File: config.mk
export PLATFORM = sky130hd
export DESIGN_NAME = pc_sequencer_flat
export DESIGN_NICKNAME = d
export VERILOG_FILES = /design/src/rtl/pc_sequencer_if.sv /design/src/rtl/pc_sequencer.sv /design/src/flat_wrapper.sv
export SDC_FILE = /design/constraint.sdc
export NUM_CORES = 1
export LEC_CHECK = 0
export ABC_AREA = 1
export CORE_ASPECT_RATIO = 0.75
export CORE_UTILIZATION = 55
export DETAILED_ROUTE_END_ITERATION = 12
export DONT_BUFFER_PORTS = 1
export PLACE_DENSITY = 0.7
export SYNTH_ARGS = -nofsm -noshare
export SYNTH_HDL_FRONTEND = slang
export SYNTH_SLANG_ARGS = --single-unit
File: constraint.sdc
create_clock -name Clk -period 4.02 [get_ports Clk]
set_clock_uncertainty 0.15 [all_clocks]
set_input_delay 1.206 -clock Clk [delete_from_list [all_inputs] [get_ports Clk]]
set_output_delay 1.206 -clock Clk [all_outputs]
set_load 0.02 [all_outputs]
File: src/rtl/pc_sequencer_if.sv
// pc_sequencer_if: decoder/table/ROM-facing signal bundle of the program-counter sequencer.
interface pc_sequencer_if #(
   parameter int PC_W  = 12,
   parameter int LA_W  = 5,
   parameter int CYC_W = 16
);
   logic             Start;
   logic [PC_W-1:0]  StartPc;
   logic             Stall;
   logic             BranchEn;
   logic [LA_W-1:0]  BranchSel;
   logic             HaltEn;
   logic [LA_W-1:0]  LutAddr;
   logic [PC_W-1:0]  LutTarget;
   logic [PC_W-1:0]  ProgCtr;
   logic             Running;
   logic             Done;
   logic             Fault;
   logic [CYC_W-1:0] CycleCnt;
   modport master (
      output Start, StartPc, Stall, BranchEn, BranchSel, HaltEn, LutTarget,
      input  LutAddr, ProgCtr, Running, Done, Fault, CycleCnt
   );
   modport slave (
      input  Start, StartPc, Stall, BranchEn, BranchSel, HaltEn, LutTarget,
      output LutAddr, ProgCtr, Running, Done, Fault, CycleCnt
   );
endinterface

File: src/rtl/pc_sequencer.sv
// pc_sequencer: holds the PC, looks up branch targets through the label table,
// and reports halt/fault/cycle count for the running program.
module pc_sequencer #(
   parameter int          PC_W       = 12,
   parameter int          LA_W       = 5,
   parameter int unsigned NUM_LABELS = 18,
   parameter int          CYC_W      = 16
) (
   input logic            Clk,
   input logic            Reset_n,
   pc_sequencer_if.slave  bus
);
   typedef enum logic [1:0] {IDLE, RUN, DONE} state_t;
   state_t           state, state_nxt;
   logic [PC_W-1:0]  pc, pc_nxt;
   logic [CYC_W-1:0] cnt, cnt_nxt;
   logic             done, done_nxt, fault, fault_nxt, label_ok;
   assign label_ok      = 32'(bus.BranchSel) < NUM_LABELS;
   assign bus.LutAddr   = bus.BranchSel;
   assign bus.ProgCtr   = pc;
   assign bus.Running   = state == RUN;
   assign bus.Done      = done;
   assign bus.Fault     = fault;
   assign bus.CycleCnt  = cnt;
   always_ff @(posedge Clk or negedge Reset_n)
      if (!Reset_n) begin
         state <= IDLE;
         pc    <= '0;
         cnt   <= '0;
         done  <= 1'b0;
         fault <= 1'b0;
      end else begin
         state <= state_nxt;
         pc    <= pc_nxt;
         cnt   <= cnt_nxt;
         done  <= done_nxt;
         fault <= fault_nxt;
      end
   // Stall outranks everything, so a stalled halt is simply retried next cycle.
   always_comb begin
      state_nxt = state;
      pc_nxt    = pc;
      cnt_nxt   = cnt;
      done_nxt  = done;
      fault_nxt = fault;
      if (state != RUN) begin
         if (bus.Start) begin
            state_nxt = RUN;
            pc_nxt    = bus.StartPc;
            cnt_nxt   = '0;
            done_nxt  = 1'b0;
            fault_nxt = 1'b0;
         end
      end else begin
         cnt_nxt = &cnt ? cnt : cnt + CYC_W'(1);
         if (!bus.Stall) begin
            if (bus.HaltEn) begin
               state_nxt = DONE;
               done_nxt  = 1'b1;
            end else if (bus.BranchEn && label_ok)
               pc_nxt = bus.LutTarget;
            else if (bus.BranchEn || &pc) begin
               state_nxt = DONE;
               done_nxt  = 1'b1;
               fault_nxt = 1'b1;
            end else
               pc_nxt = pc + PC_W'(1);
         end
      end
   end
endmodule

File: src/flat_wrapper.sv
// flat-port wrapper written by rule: the top's interface ports become plain ports
module pc_sequencer_flat 
#(
   parameter int          PC_W       = 12,
   parameter int          LA_W       = 5,
   parameter int unsigned NUM_LABELS = 18,
   parameter int          CYC_W      = 16
)
  (Clk, Reset_n, bus_Start, bus_StartPc, bus_Stall, bus_BranchEn, bus_BranchSel, bus_HaltEn, bus_LutTarget, bus_LutAddr, bus_ProgCtr, bus_Running, bus_Done, bus_Fault, bus_CycleCnt);
  pc_sequencer_if #(.PC_W(PC_W), .LA_W(LA_W), .CYC_W(CYC_W)) bus_i ();
  input logic Clk;
  input logic Reset_n;
  input wire logic [$bits(bus_i.Start)-1:0] bus_Start;
  input wire logic [$bits(bus_i.StartPc)-1:0] bus_StartPc;
  input wire logic [$bits(bus_i.Stall)-1:0] bus_Stall;
  input wire logic [$bits(bus_i.BranchEn)-1:0] bus_BranchEn;
  input wire logic [$bits(bus_i.BranchSel)-1:0] bus_BranchSel;
  input wire logic [$bits(bus_i.HaltEn)-1:0] bus_HaltEn;
  input wire logic [$bits(bus_i.LutTarget)-1:0] bus_LutTarget;
  output wire logic [$bits(bus_i.LutAddr)-1:0] bus_LutAddr;
  output wire logic [$bits(bus_i.ProgCtr)-1:0] bus_ProgCtr;
  output wire logic [$bits(bus_i.Running)-1:0] bus_Running;
  output wire logic [$bits(bus_i.Done)-1:0] bus_Done;
  output wire logic [$bits(bus_i.Fault)-1:0] bus_Fault;
  output wire logic [$bits(bus_i.CycleCnt)-1:0] bus_CycleCnt;
  assign bus_i.Start = bus_Start;
  assign bus_i.StartPc = bus_StartPc;
  assign bus_i.Stall = bus_Stall;
  assign bus_i.BranchEn = bus_BranchEn;
  assign bus_i.BranchSel = bus_BranchSel;
  assign bus_i.HaltEn = bus_HaltEn;
  assign bus_i.LutTarget = bus_LutTarget;
  assign bus_LutAddr = bus_i.LutAddr;
  assign bus_ProgCtr = bus_i.ProgCtr;
  assign bus_Running = bus_i.Running;
  assign bus_Done = bus_i.Done;
  assign bus_Fault = bus_i.Fault;
  assign bus_CycleCnt = bus_i.CycleCnt;
  pc_sequencer #(.PC_W(PC_W), .LA_W(LA_W), .NUM_LABELS(NUM_LABELS), .CYC_W(CYC_W)) u_core (.Clk(Clk), .Reset_n(Reset_n), .bus(bus_i));
endmodule
==> qor.txt, run 1 <==
TIMING
----------------------------------------------------------------------------------------
Sum Neg Setup Slack                                                                 0 ns
Relative slew slack                                                                65.6%
Number of setup violations in the final report                                         0
Portion of the clock cycle consumed by the worst path in the final layout          71.0%
Final hold violation count                                                             0
Final setup margin                                                               1.17 ns
Time the final worst path needs with I/O delays and setup                        2.85 ns
Max-slew violation total from the final report                                         0
RSZ-0062 raised after global routing                                                  no
Peak clock frequency supported by timing                                         350 MHz
Actual transition at the worst max-transition pin                               0.516 ns

POWER AND IR DROP
----------------------------------------------------------------------------------------
Worst IR drop on VDD                                                            0.338 mV
Cell leakage power                                                               1.16 nW
P per Cell Area                                                               623 nW/µm²

GRT
----------------------------------------------------------------------------------------
Global router's overall resource usage                                             26.5%
GRT Residual Overflow                                                                  0
Pin count of the biggest net entering global routing                                  32
Number of global-route vias before repair                                           1842
Initial antenna violation count                                                        0
Global-route wire length before repair                                           8970 µm

SETUP PATH
----------------------------------------------------------------------------------------
Data required time of the critical path                                          2.66 ns
Worst setup path endpoint                                                    bus_Running
Signal arrival time at the worst endpoint                                        1.50 ns
Reg-to-reg setup timing slack                                                    1.66 ns
Bufs and invs on worst path                                                            1
Startpoint of the worst setup timing path                                   u_core.bus.Done
Maximum net fanout on the critical path                                               19
R2r startpoint                                                              u_core.bus.Done
Critical Path Slowest Stage Cell                                                 dfrtp_1
Number of cells on the worst reg-to-reg path                                           7
Cell-by-cell trace of the critical path                                     nor2_4 > buf_4
Reg-to-Reg End                                                              u_core.bus.CycleCnt[8]
Critical Path Stages                                                                   2
Crit end category                                                            output port
Critical setup path kind                                                         reg2out
Delay contributed by the slowest stage of the critical path                      0.49 ns
Kind of cell adding the most delay to the critical path                       flip-flops
Critical path launch point type                                                     flop

FINISH
----------------------------------------------------------------------------------------
Final std cell area, no fill                                                    2350 µm²
Non-filler instance count after layout                                               392
Final #Nets                                                                          378
Layout cells sized above 1                                                         8.82%
Layout Area Growth over Synthesis                                                  2.23%
Number of antenna diodes                                                               0

CLOCK TREE
----------------------------------------------------------------------------------------
Clock tree from TritonCTS                                                           done
Clock sinks                                                                           31
Clk_lat worst skew                                                               0.28 ns
Hold buffers post-CTS                                                                  0
Total CTS buffers                                                                      5
CTS Root Cell                                                                   clkbuf_8
Register clock-pin slew on the reported worst setup and hold paths               0.06 ns
Setup Fix Bufs, Post-CTS                                                               0
PostCTS Resize Cnt                                                                     0
CTS max path bufs                                                                      2
Maximum level of the CTS H-tree                                                        2

SYNTH
----------------------------------------------------------------------------------------
Synth top area share                                                               33.8%
Most used flip-flop cell after synthesis                                         dfrtp_1
Post-Synthesis Net Count                                                             383
Fraction of registers with async set or reset after synthesis                       100%
Cell accounting for the most synthesized area                                    dfrtp_1
Commonest cells in the synthesized netlist                                  138 x nand2_1, 35 x inv_1, 31 x dfrtp_1, 31 x nand3_1, 27 x nor2_1
Number of library cell types mapped by synthesis                                      27
Count of flip-flops with a built-in enable after synthesis                             0
Mapped Area                                                                     2300 µm²
Ranking of synthesized cells by area                                        dfrtp_1 34%, nand2_1 23%, nand3_1 6.8%, inv_1 5.7%, nor2_1 4.4%
Average footprint of a synthesized cell                                         6.64 µm²
Cell count after synthesis                                                           346
Count leader, synth                                                              nand2_1
Sequential element share of the synthesized area                                   33.8%
Yosys warns                                                                            0
Post-synthesis sequential element count                                               31

DIE
----------------------------------------------------------------------------------------
Top-Level Pins                                                                        71
Number of core rows                                                                   19
Core footprint                                                                  3830 µm²
Die boundary height                                                              58.0 µm
Initial cell density of the core                                                   60.0%
Total Die Area                                                                  4440 µm²
Horizontal die dimension                                                         76.6 µm

ROUTING
----------------------------------------------------------------------------------------
Routed wire per std cell                                                         14.1 µm
Count of vias placed by the detailed router                                         2125
Average via count per standard cell                                                 5.42
Routed wire length                                                               5520 µm
Pre-antenna DRT Iters                                                                  4
Number of routed nets with antenna violations                                          0
DRC errors left                                                                        0
Number of DRC violations after detailed-routing iteration 0                          175

HOLD PATH
----------------------------------------------------------------------------------------
Min-delay worst type                                                             reg2reg

PLACE
----------------------------------------------------------------------------------------
Post-DP HPWL                                                                     3980 µm
Placer's final routability congestion estimate                                     0.947
Post-Place Cells                                                                     386
Total of buffers placed on input and output ports                                      0
Placement-stage cell area                                                       2280 µm²
Minimum setup slack after placement                                              1.35 ns

STATUS
----------------------------------------------------------------------------------------
Outcome                                                                     finished, final reports clean

JOB
----------------------------------------------------------------------------------------
Number of max-capacitance violations reported                                          0

how the worst min path moves through the flow:
stage / cells after the start / startpoint / endpoint / slack [ns]
CTS: 2 / u_core.state[0] / u_core.state[0] / 0.33
finish: 2 / u_core.state[0] / u_core.state[0] / 0.33
global placement: 2 / u_core.state[0] / u_core.state[0] / 0.31
global route: 2 / u_core.state[0] / u_core.state[0] / 0.37
floorplan: 2 / u_core.state[0] / u_core.state[0] / 0.29
detailed placement: 2 / u_core.state[0] / u_core.state[0] / 0.31
placed cells by master, fill, tap and decap left out, types with 2 or more instances in the layout:
cell      netlist  routed
nand2_1       138     138
inv_1          35      35
nand3_1        31      31
dfrtp_1        31      31
nor2_1         27      27
o21ai_0        17      17
xor2_1         11      11
nand3b_1        7       7
nand2_2         6       6
o21ai_2         5       5
nand4_1         5       5
clkbuf_8        0       5
inv_2           3       3
o22ai_2         3       3
nand3_2         3       3
nor2_4          2       2
nor3_1          2       2
ha_1            2       2
tightest hold or removal path, cell delays in order, from the launching register on:
cell,delay [ns]
dfrtp_1,0.34
nand2_1,0.06
nand2_1,0.05
power by group:
group          switching, mW  internal (mW)  leakage [nW]
sequential             0.218          0.394         0.408
combinational          0.435          0.193         0.714
clock                  0.108          0.115        0.0371
cell type report:
type	count	area [µm²]
clock buffer	6	72.6
fill	381	1480
inverter	38	143
multi-input combinational	264	1280
sequential	31	776
tap	52	65.1
timing repair buffer	1	7.51
metrics by stage:
stage	hold slack, ns	util (%)	total power [mW]
final	0.328	61.4	1.46
after global routing	0.374	61.4	1.58
after global placement	0.306	59.5	1.23
after CTS	0.329	61.4	1.47
after floorplan	0.292	-	1.13
after detailed placement	0.314	59.5	1.24
cell families after synthesis:
kind of cell,Yosys count,share of synthesized area (%)
flops,31,33.8
buf+inv,51,10.3
simple gates,223,42.5
compound gates,27,7.79
xor+xnor,12,4.58
fa+ha+maj,2,1.09
sequential cells by signal, summed over array words and instances, names as in the netlist:
register,count
u_core.bus.Done,1
u_core.bus.ProgCtr,12
u_core.bus.CycleCnt,16
u_core.state,1
u_core.bus.Fault,1
routing by layer:
layer,track usage [%],share of wire (%),vias up
li1,-,-,1072
met1,39.4,51,965
met2,37.2,40,84
met3,8.03,8.7,4
met4,7.42,0.80,0
met5,0,0,-
No activity file was read; power rests on OpenSTA's default activity.
==> inputs of run 2 (changes only) <==
- clock period: 4.02 -> 2.9 ns (I/O delays scaled with it)
==> run 2 against run 1 <==
Compared with the run above:
- combinational power grew 41%
- worst setup slack lost 0.50 ns
- sequential cell count is the same
- global-route usage grew 0.98 points
- utilization grew 0.59 points
- largest power group unchanged
- largest cell class unchanged
- hold slack lost 0.21 ns
- critical endpoint is now u_core.bus.CycleCnt[8]
==> qor.txt, run 2 (synthesis results as in run 1) <==
PLACE
----------------------------------------------------------------------------------------
Placer's final routability congestion estimate                                     0.915
Post-DP HPWL                                                                     4000 µm
Minimum setup slack after placement                                             0.583 ns
Total of buffers placed on input and output ports                                      0

SETUP PATH
----------------------------------------------------------------------------------------
Critical setup path kind                                                         reg2reg
Data required time of the critical path                                          2.96 ns
Crit end category                                                                   flop
Number of cells on the worst reg-to-reg path                                           9
R2r startpoint                                                              u_core.bus.CycleCnt[0]
Cell-by-cell trace of the critical path                                     ha_1 > nand2_1 > nor2_2 > nand2_1 > o21ai_2 > nand2_2 > inv_2 > nand2_1 > o21ai_0
CP dominant cell by count                                                        nand2_1
Signal arrival time at the worst endpoint                                        2.30 ns
Maximum net fanout on the critical path                                               14
Reg-to-Reg End                                                              u_core.bus.CycleCnt[8]
Critical path launch point type                                                     flop
Critical Path Slowest Stage Cell                                                 dfrtp_1
Delay contributed by the slowest stage of the critical path                      0.50 ns
Reg-to-reg setup timing slack                                                    0.66 ns

FINISH
----------------------------------------------------------------------------------------
Layout Area Growth over Synthesis                                                  3.21%
Area of the multi-input gates                                                   1280 µm²
Combined flip-flop and latch cell area                                           776 µm²
Number of antenna diodes                                                               0
Final #Nets                                                                          379
Most frequent standard cell in the layout excluding fill and tap cells           nand2_1
Layout cells sized above 1                                                         9.65%
Commonest non-fill, non-tap cells in the layout                             138 x nand2_1, 35 x inv_1, 31 x nand3_1, 31 x dfrtp_1, 27 x nor2_1
Filler cell count in the final layout                                                373
Flip-flop count of the largest register after layout                                  16

DIE
----------------------------------------------------------------------------------------
Total Die Area                                                                  4440 µm²
Die boundary height                                                              58.0 µm
Core footprint                                                                  3830 µm²
Top-Level Pins                                                                        71
Number of core rows                                                                   19
Horizontal die dimension                                                         76.6 µm
Initial cell density of the core                                                   60.0%

ROUTING
----------------------------------------------------------------------------------------
Number of routed nets with antenna violations                                          0
Average via count per standard cell                                                 5.34
Pre-antenna DRT Iters                                                                  5
DRC errors left                                                                        0
Routed wire per std cell                                                         14.0 µm
Routed wire length                                                               5520 µm
Count of vias placed by the detailed router                                         2103
Number of DRC violations after detailed-routing iteration 0                          212

TIMING
----------------------------------------------------------------------------------------
Relative slew slack                                                                69.8%
Final setup margin                                                              0.663 ns
Portion of the clock cycle consumed by the worst path in the final layout          77.1%
RSZ-0062 raised after global routing                                                  no
Peak clock frequency supported by timing                                         447 MHz
Number of setup violations in the final report                                         0
Sum Neg Setup Slack                                                                 0 ns
Max-slew violation total from the final report                                         0
Actual transition at the worst max-transition pin                               0.451 ns
Final hold violation count                                                             0
Time the final worst path needs with I/O delays and setup                        2.24 ns

CLOCK TREE
----------------------------------------------------------------------------------------
Maximum level of the CTS H-tree                                                        2
Clk_lat worst skew                                                               0.28 ns
Register clock-pin slew on the reported worst setup and hold paths               0.07 ns
PostCTS Resize Cnt                                                                     0
Total CTS buffers                                                                      5
Setup Fix Bufs, Post-CTS                                                               0
CTS Root Cell                                                                   clkbuf_8
CTS max path bufs                                                                      2
Clock sinks                                                                           31
Clock tree from TritonCTS                                                           done
Hold buffers post-CTS                                                                  0

POWER AND IR DROP
----------------------------------------------------------------------------------------
Overall Power                                                                    2.08 mW
Worst IR drop on VDD                                                            0.532 mV
Cell leakage power                                                               1.17 nW
P per Cell Area                                                               879 nW/µm²

GRT
----------------------------------------------------------------------------------------
GRT Residual Overflow                                                                  0
Number of global-route vias before repair                                           1961
Global router's overall resource usage                                             27.5%
Initial antenna violation count                                                        0
Global-route wire length before repair                                           9360 µm
Pin count of the biggest net entering global routing                                  32

STATUS
----------------------------------------------------------------------------------------
Outcome                                                                     finished, final reports clean

HOLD PATH
----------------------------------------------------------------------------------------
Min-delay worst type                                                            in2async

JOB
----------------------------------------------------------------------------------------
Number of max-capacitance violations reported                                          0

[run 2: cell count changes in the layout (fill, tap and decap cells not counted), sizes merged]
| cell | before | now |
|---|---|---|
| buf | 1 | 2 |
| clkinv | 0 | 1 |
[run 2: cell type report]
cell class,instances,area share (%)
Clock inverter,1,0.211
Clock buffer,6,3.48
Timing Repair Buffer,2,0.633
Multi-Input combinational cell,264,54.2
Inverter,38,6.02
Sequential cell,31,32.7
Tap cell,52,2.74
[run 2: worst max-delay path by stage]
stage / depth (start not counted) / endpoint / start / slack (ns)
floorplan: 3 / bus_Running / u_core.bus.Done / 0.76
global placement: 10 / u_core.bus.ProgCtr[1] / bus_BranchSel[3] / 0.66
detailed placement: 10 / u_core.bus.ProgCtr[0] / bus_BranchSel[3] / 0.58
CTS: 9 / u_core.bus.CycleCnt[8] / u_core.bus.CycleCnt[1] / 0.69
global route: 9 / u_core.bus.CycleCnt[11] / u_core.bus.CycleCnt[1] / 0.50
finish: 9 / u_core.bus.CycleCnt[8] / u_core.bus.CycleCnt[0] / 0.66
[run 2: metrics by stage]
stage | utilization, % | cells | hold slack, ns | instance area (µm²)
after floorplan | - | 346 | 0.292 | 2300
after global placement | 59.7 | 387 | 0.307 | 2280
after detailed placement | 59.7 | 387 | 0.309 | 2280
after CTS | 61.9 | 394 | 0.120 | 2370
after global routing | 61.9 | 394 | 0.111 | 2370
final | 61.9 | 394 | 0.122 | 2370
[run 2: report_power, final]
part           total (mW)  leakage [nW]  switching, mW  internal (mW)
sequential          0.847         0.408          0.302          0.546
combinational       0.884         0.718          0.606          0.278
clock               0.353        0.0470          0.167          0.186
total                2.08          1.17           1.07           1.01
[run 2: worst max-delay path: cells and delay by family (launching register included)]
family / cells / cell delay [ns]
DFF: 1 / 0.50
and+or+nand+nor: 5 / 0.73
adders and majority gates: 1 / 0.27
AOI/OAI and AO/OA: 2 / 0.26
buffers and inverters: 1 / 0.26
[run 2: per-layer routing]
layer | GRT usage, % | share of wire (%) | wire length, µm | vias to the layer above
li1 | - | - | - | 1078
met1 | 40.6 | 52 | 2880 | 940
met2 | 37.6 | 38 | 2090 | 78
met3 | 9.92 | 9.1 | 501 | 7
met4 | 7.42 | 0.92 | 51 | 0
met5 | 0 | 0 | 0 | -
==> inputs of run 3 (changes only) <==
- clock period: 2.9 -> 2.3 ns (I/O delays scaled with it)
==> run 3 against run 2 <==
Compared with the run above:
- die area is the same
- non-clock buffer count up 11
- cell area grew 4.0%
- clock power up 24%
- sequential cell count unchanged
- count of clock-buffer cells in the layout is the same
- final cell count up 2.8%
- first-iteration DRC count down 23%
- critical path type is now reg2out
- highest routed layer unchanged
==> qor.txt, run 3 (synthesis results as in run 1) <==
SETUP PATH
----------------------------------------------------------------------------------------
Data required time of the critical path                                          1.46 ns
Critical setup path kind                                                         reg2out
Maximum net fanout on the critical path                                               10
Crit end category                                                            output port
Signal arrival time at the worst endpoint                                        1.37 ns
Critical path launch point type                                                     flop
Number of cells on the worst reg-to-reg path                                           7
R2r startpoint                                                              u_core.bus.Done
Reg-to-Reg End                                                              u_core.bus.CycleCnt[1]
Reg-to-reg setup timing slack                                                    0.27 ns

ROUTING
----------------------------------------------------------------------------------------
Length of routed wiring on met1                                                  2820 µm
Routed length on met3                                                             566 µm
Top layer used by detailed routing                                                  met4
Pre-antenna DRT Iters                                                                  5
Average via count per standard cell                                                 5.60
Routed length on met2                                                            2420 µm
Routed wire length                                                               5850 µm
Count of vias placed by the detailed router                                         2268
Number of routed nets with antenna violations                                          0
DRC errors left                                                                        0
Routed wire per std cell                                                         14.5 µm
Number of DRC violations after detailed-routing iteration 0                          164

CLOCK TREE
----------------------------------------------------------------------------------------
Maximum level of the CTS H-tree                                                        2
Register clock-pin slew on the reported worst setup and hold paths               0.07 ns
Clock tree from TritonCTS                                                           done
CTS Root Cell                                                                   clkbuf_8
Clock sinks                                                                           31
Total CTS buffers                                                                      5
PostCTS Resize Cnt                                                                     0
Clk_lat worst skew                                                               0.28 ns
CTS max path bufs                                                                      2

TIMING
----------------------------------------------------------------------------------------
Sum Neg Setup Slack                                                                 0 ns
RSZ-0062 raised after global routing                                                  no
Number of setup violations in the final report                                         0
Max-slew violation total from the final report                                         0
Time the final worst path needs with I/O delays and setup                        2.21 ns
Post-route worst hold slack                                                    0.0821 ns
Actual transition at the worst max-transition pin                               0.473 ns
Peak clock frequency supported by timing                                         453 MHz
Final hold violation count                                                             0
Portion of the clock cycle consumed by the worst path in the final layout          95.9%
Relative slew slack                                                                68.2%

GRT
----------------------------------------------------------------------------------------
GRT Residual Overflow                                                                  0
Number of global-route vias before repair                                           1907
Global-route wire length before repair                                           9400 µm
Pin count of the biggest net entering global routing                                  32
Initial antenna violation count                                                        0
Global router's overall resource usage                                             27.5%

HOLD PATH
----------------------------------------------------------------------------------------
Min-delay worst type                                                            in2async

PLACE
----------------------------------------------------------------------------------------
Post-DP HPWL                                                                     4160 µm
Placer's final routability congestion estimate                                     0.949
Total of buffers placed on input and output ports                                      0

DIE
----------------------------------------------------------------------------------------
Number of core rows                                                                   19
Core footprint                                                                  3830 µm²
Die boundary height                                                              58.0 µm
Top-Level Pins                                                                        71
Horizontal die dimension                                                         76.6 µm
Initial cell density of the core                                                   60.0%
Total Die Area                                                                  4440 µm²

STATUS
----------------------------------------------------------------------------------------
Outcome                                                                     finished, final reports clean

POWER AND IR DROP
----------------------------------------------------------------------------------------
P per Cell Area                                                              1090 nW/µm²
Worst IR drop on VDD                                                            0.575 mV
Cell leakage power                                                               1.24 nW

JOB
----------------------------------------------------------------------------------------
Number of max-capacitance violations reported                                          0

FINISH
----------------------------------------------------------------------------------------
Final #Nets                                                                          390
Layout cells sized above 1                                                         12.5%
Number of antenna diodes                                                               0
Combined flip-flop and latch cell area                                           776 µm²
Flip-flop count of the largest register after layout                                  16
Area of the multi-input gates                                                   1280 µm²
Filler cell count in the final layout                                                358
Commonest non-fill, non-tap cells in the layout                             138 x nand2_1, 35 x inv_1, 31 x nand3_1, 31 x dfrtp_1, 27 x nor2_1
Most frequent standard cell in the layout excluding fill and tap cells           nand2_1
Layout Area Growth over Synthesis                                                  7.35%

==> run 3: critical path: stages (launching register included) <==
cell and delay [ns]:
dfrtp_1 0.50, nor2_4 0.31, buf_4 0.28
==> run 3: routing by layer <==
| layer | vias up | track usage (%) |
|---|---|---|
| met5 | - | 0 |
| met4 | 0 | 6.87 |
| met3 | 8 | 7.87 |
| met2 | 107 | 38.7 |
| met1 | 1048 | 41.1 |
| li1 | 1105 | - |
==> run 3: per-stage QoR <==
| step | cell area [µm²] | setup WS (ns) | instances | power, mW | util, % |
|---|---|---|---|---|---|
| floorplan | 2300 | 0.341 | 346 | 1.97 | - |
| global placement | 2360 | 0.264 | 397 | 2.20 | 61.6 |
| detailed placement | 2360 | 0.229 | 397 | 2.23 | 61.6 |
| CTS | 2470 | 0.112 | 405 | 2.70 | 64.4 |
| global route | 2470 | 0.0627 | 405 | 2.91 | 64.4 |
| finish | 2470 | 0.0940 | 405 | 2.70 | 64.4 |
==> run 3: worst max path at each step <==
stage,startpoint,to,slack (ns),cells after the start
5_1_grt,u_core.bus.Done,bus_Running,0.06,2
3_5_place_dp,bus_BranchSel[3],u_core.bus.ProgCtr[11],0.23,10
4_1_cts,u_core.bus.Done,bus_Running,0.11,2
6_report,u_core.bus.Done,bus_Running,0.09,2
2_1_floorplan,u_core.bus.Done,bus_Running,0.34,3
3_3_place_gp,bus_BranchSel[3],u_core.bus.ProgCtr[0],0.26,10
==> run 3: layout make-up <==
| class | count | area share [%] |
|---|---|---|
| Multi-Input combinational cell | 264 | 52.1 |
| Sequential cell | 31 | 31.5 |
| Inverter | 38 | 5.78 |
| Timing Repair Buffer | 13 | 4.46 |
| Clock buffer | 6 | 3.35 |
| Tap cell | 52 | 2.64 |
| Clock inverter | 1 | 0.203 |
==> run 3: report_power, final <==
| group | leakage [nW] | switching (mW) | internal [mW] |
|---|---|---|---|
| Sequential | 0.408 | 0.352 | 0.688 |
| Clock | 0.0470 | 0.203 | 0.235 |
| Combinational | 0.780 | 0.834 | 0.387 |
==> run 3: timing repair <==
| action | CTS | global route |
|---|---|---|
| buffers inserted | 0 | 0 |
| hold buffers | 1 | 0 |
| hold endpoints to repair | 31 | 0 |
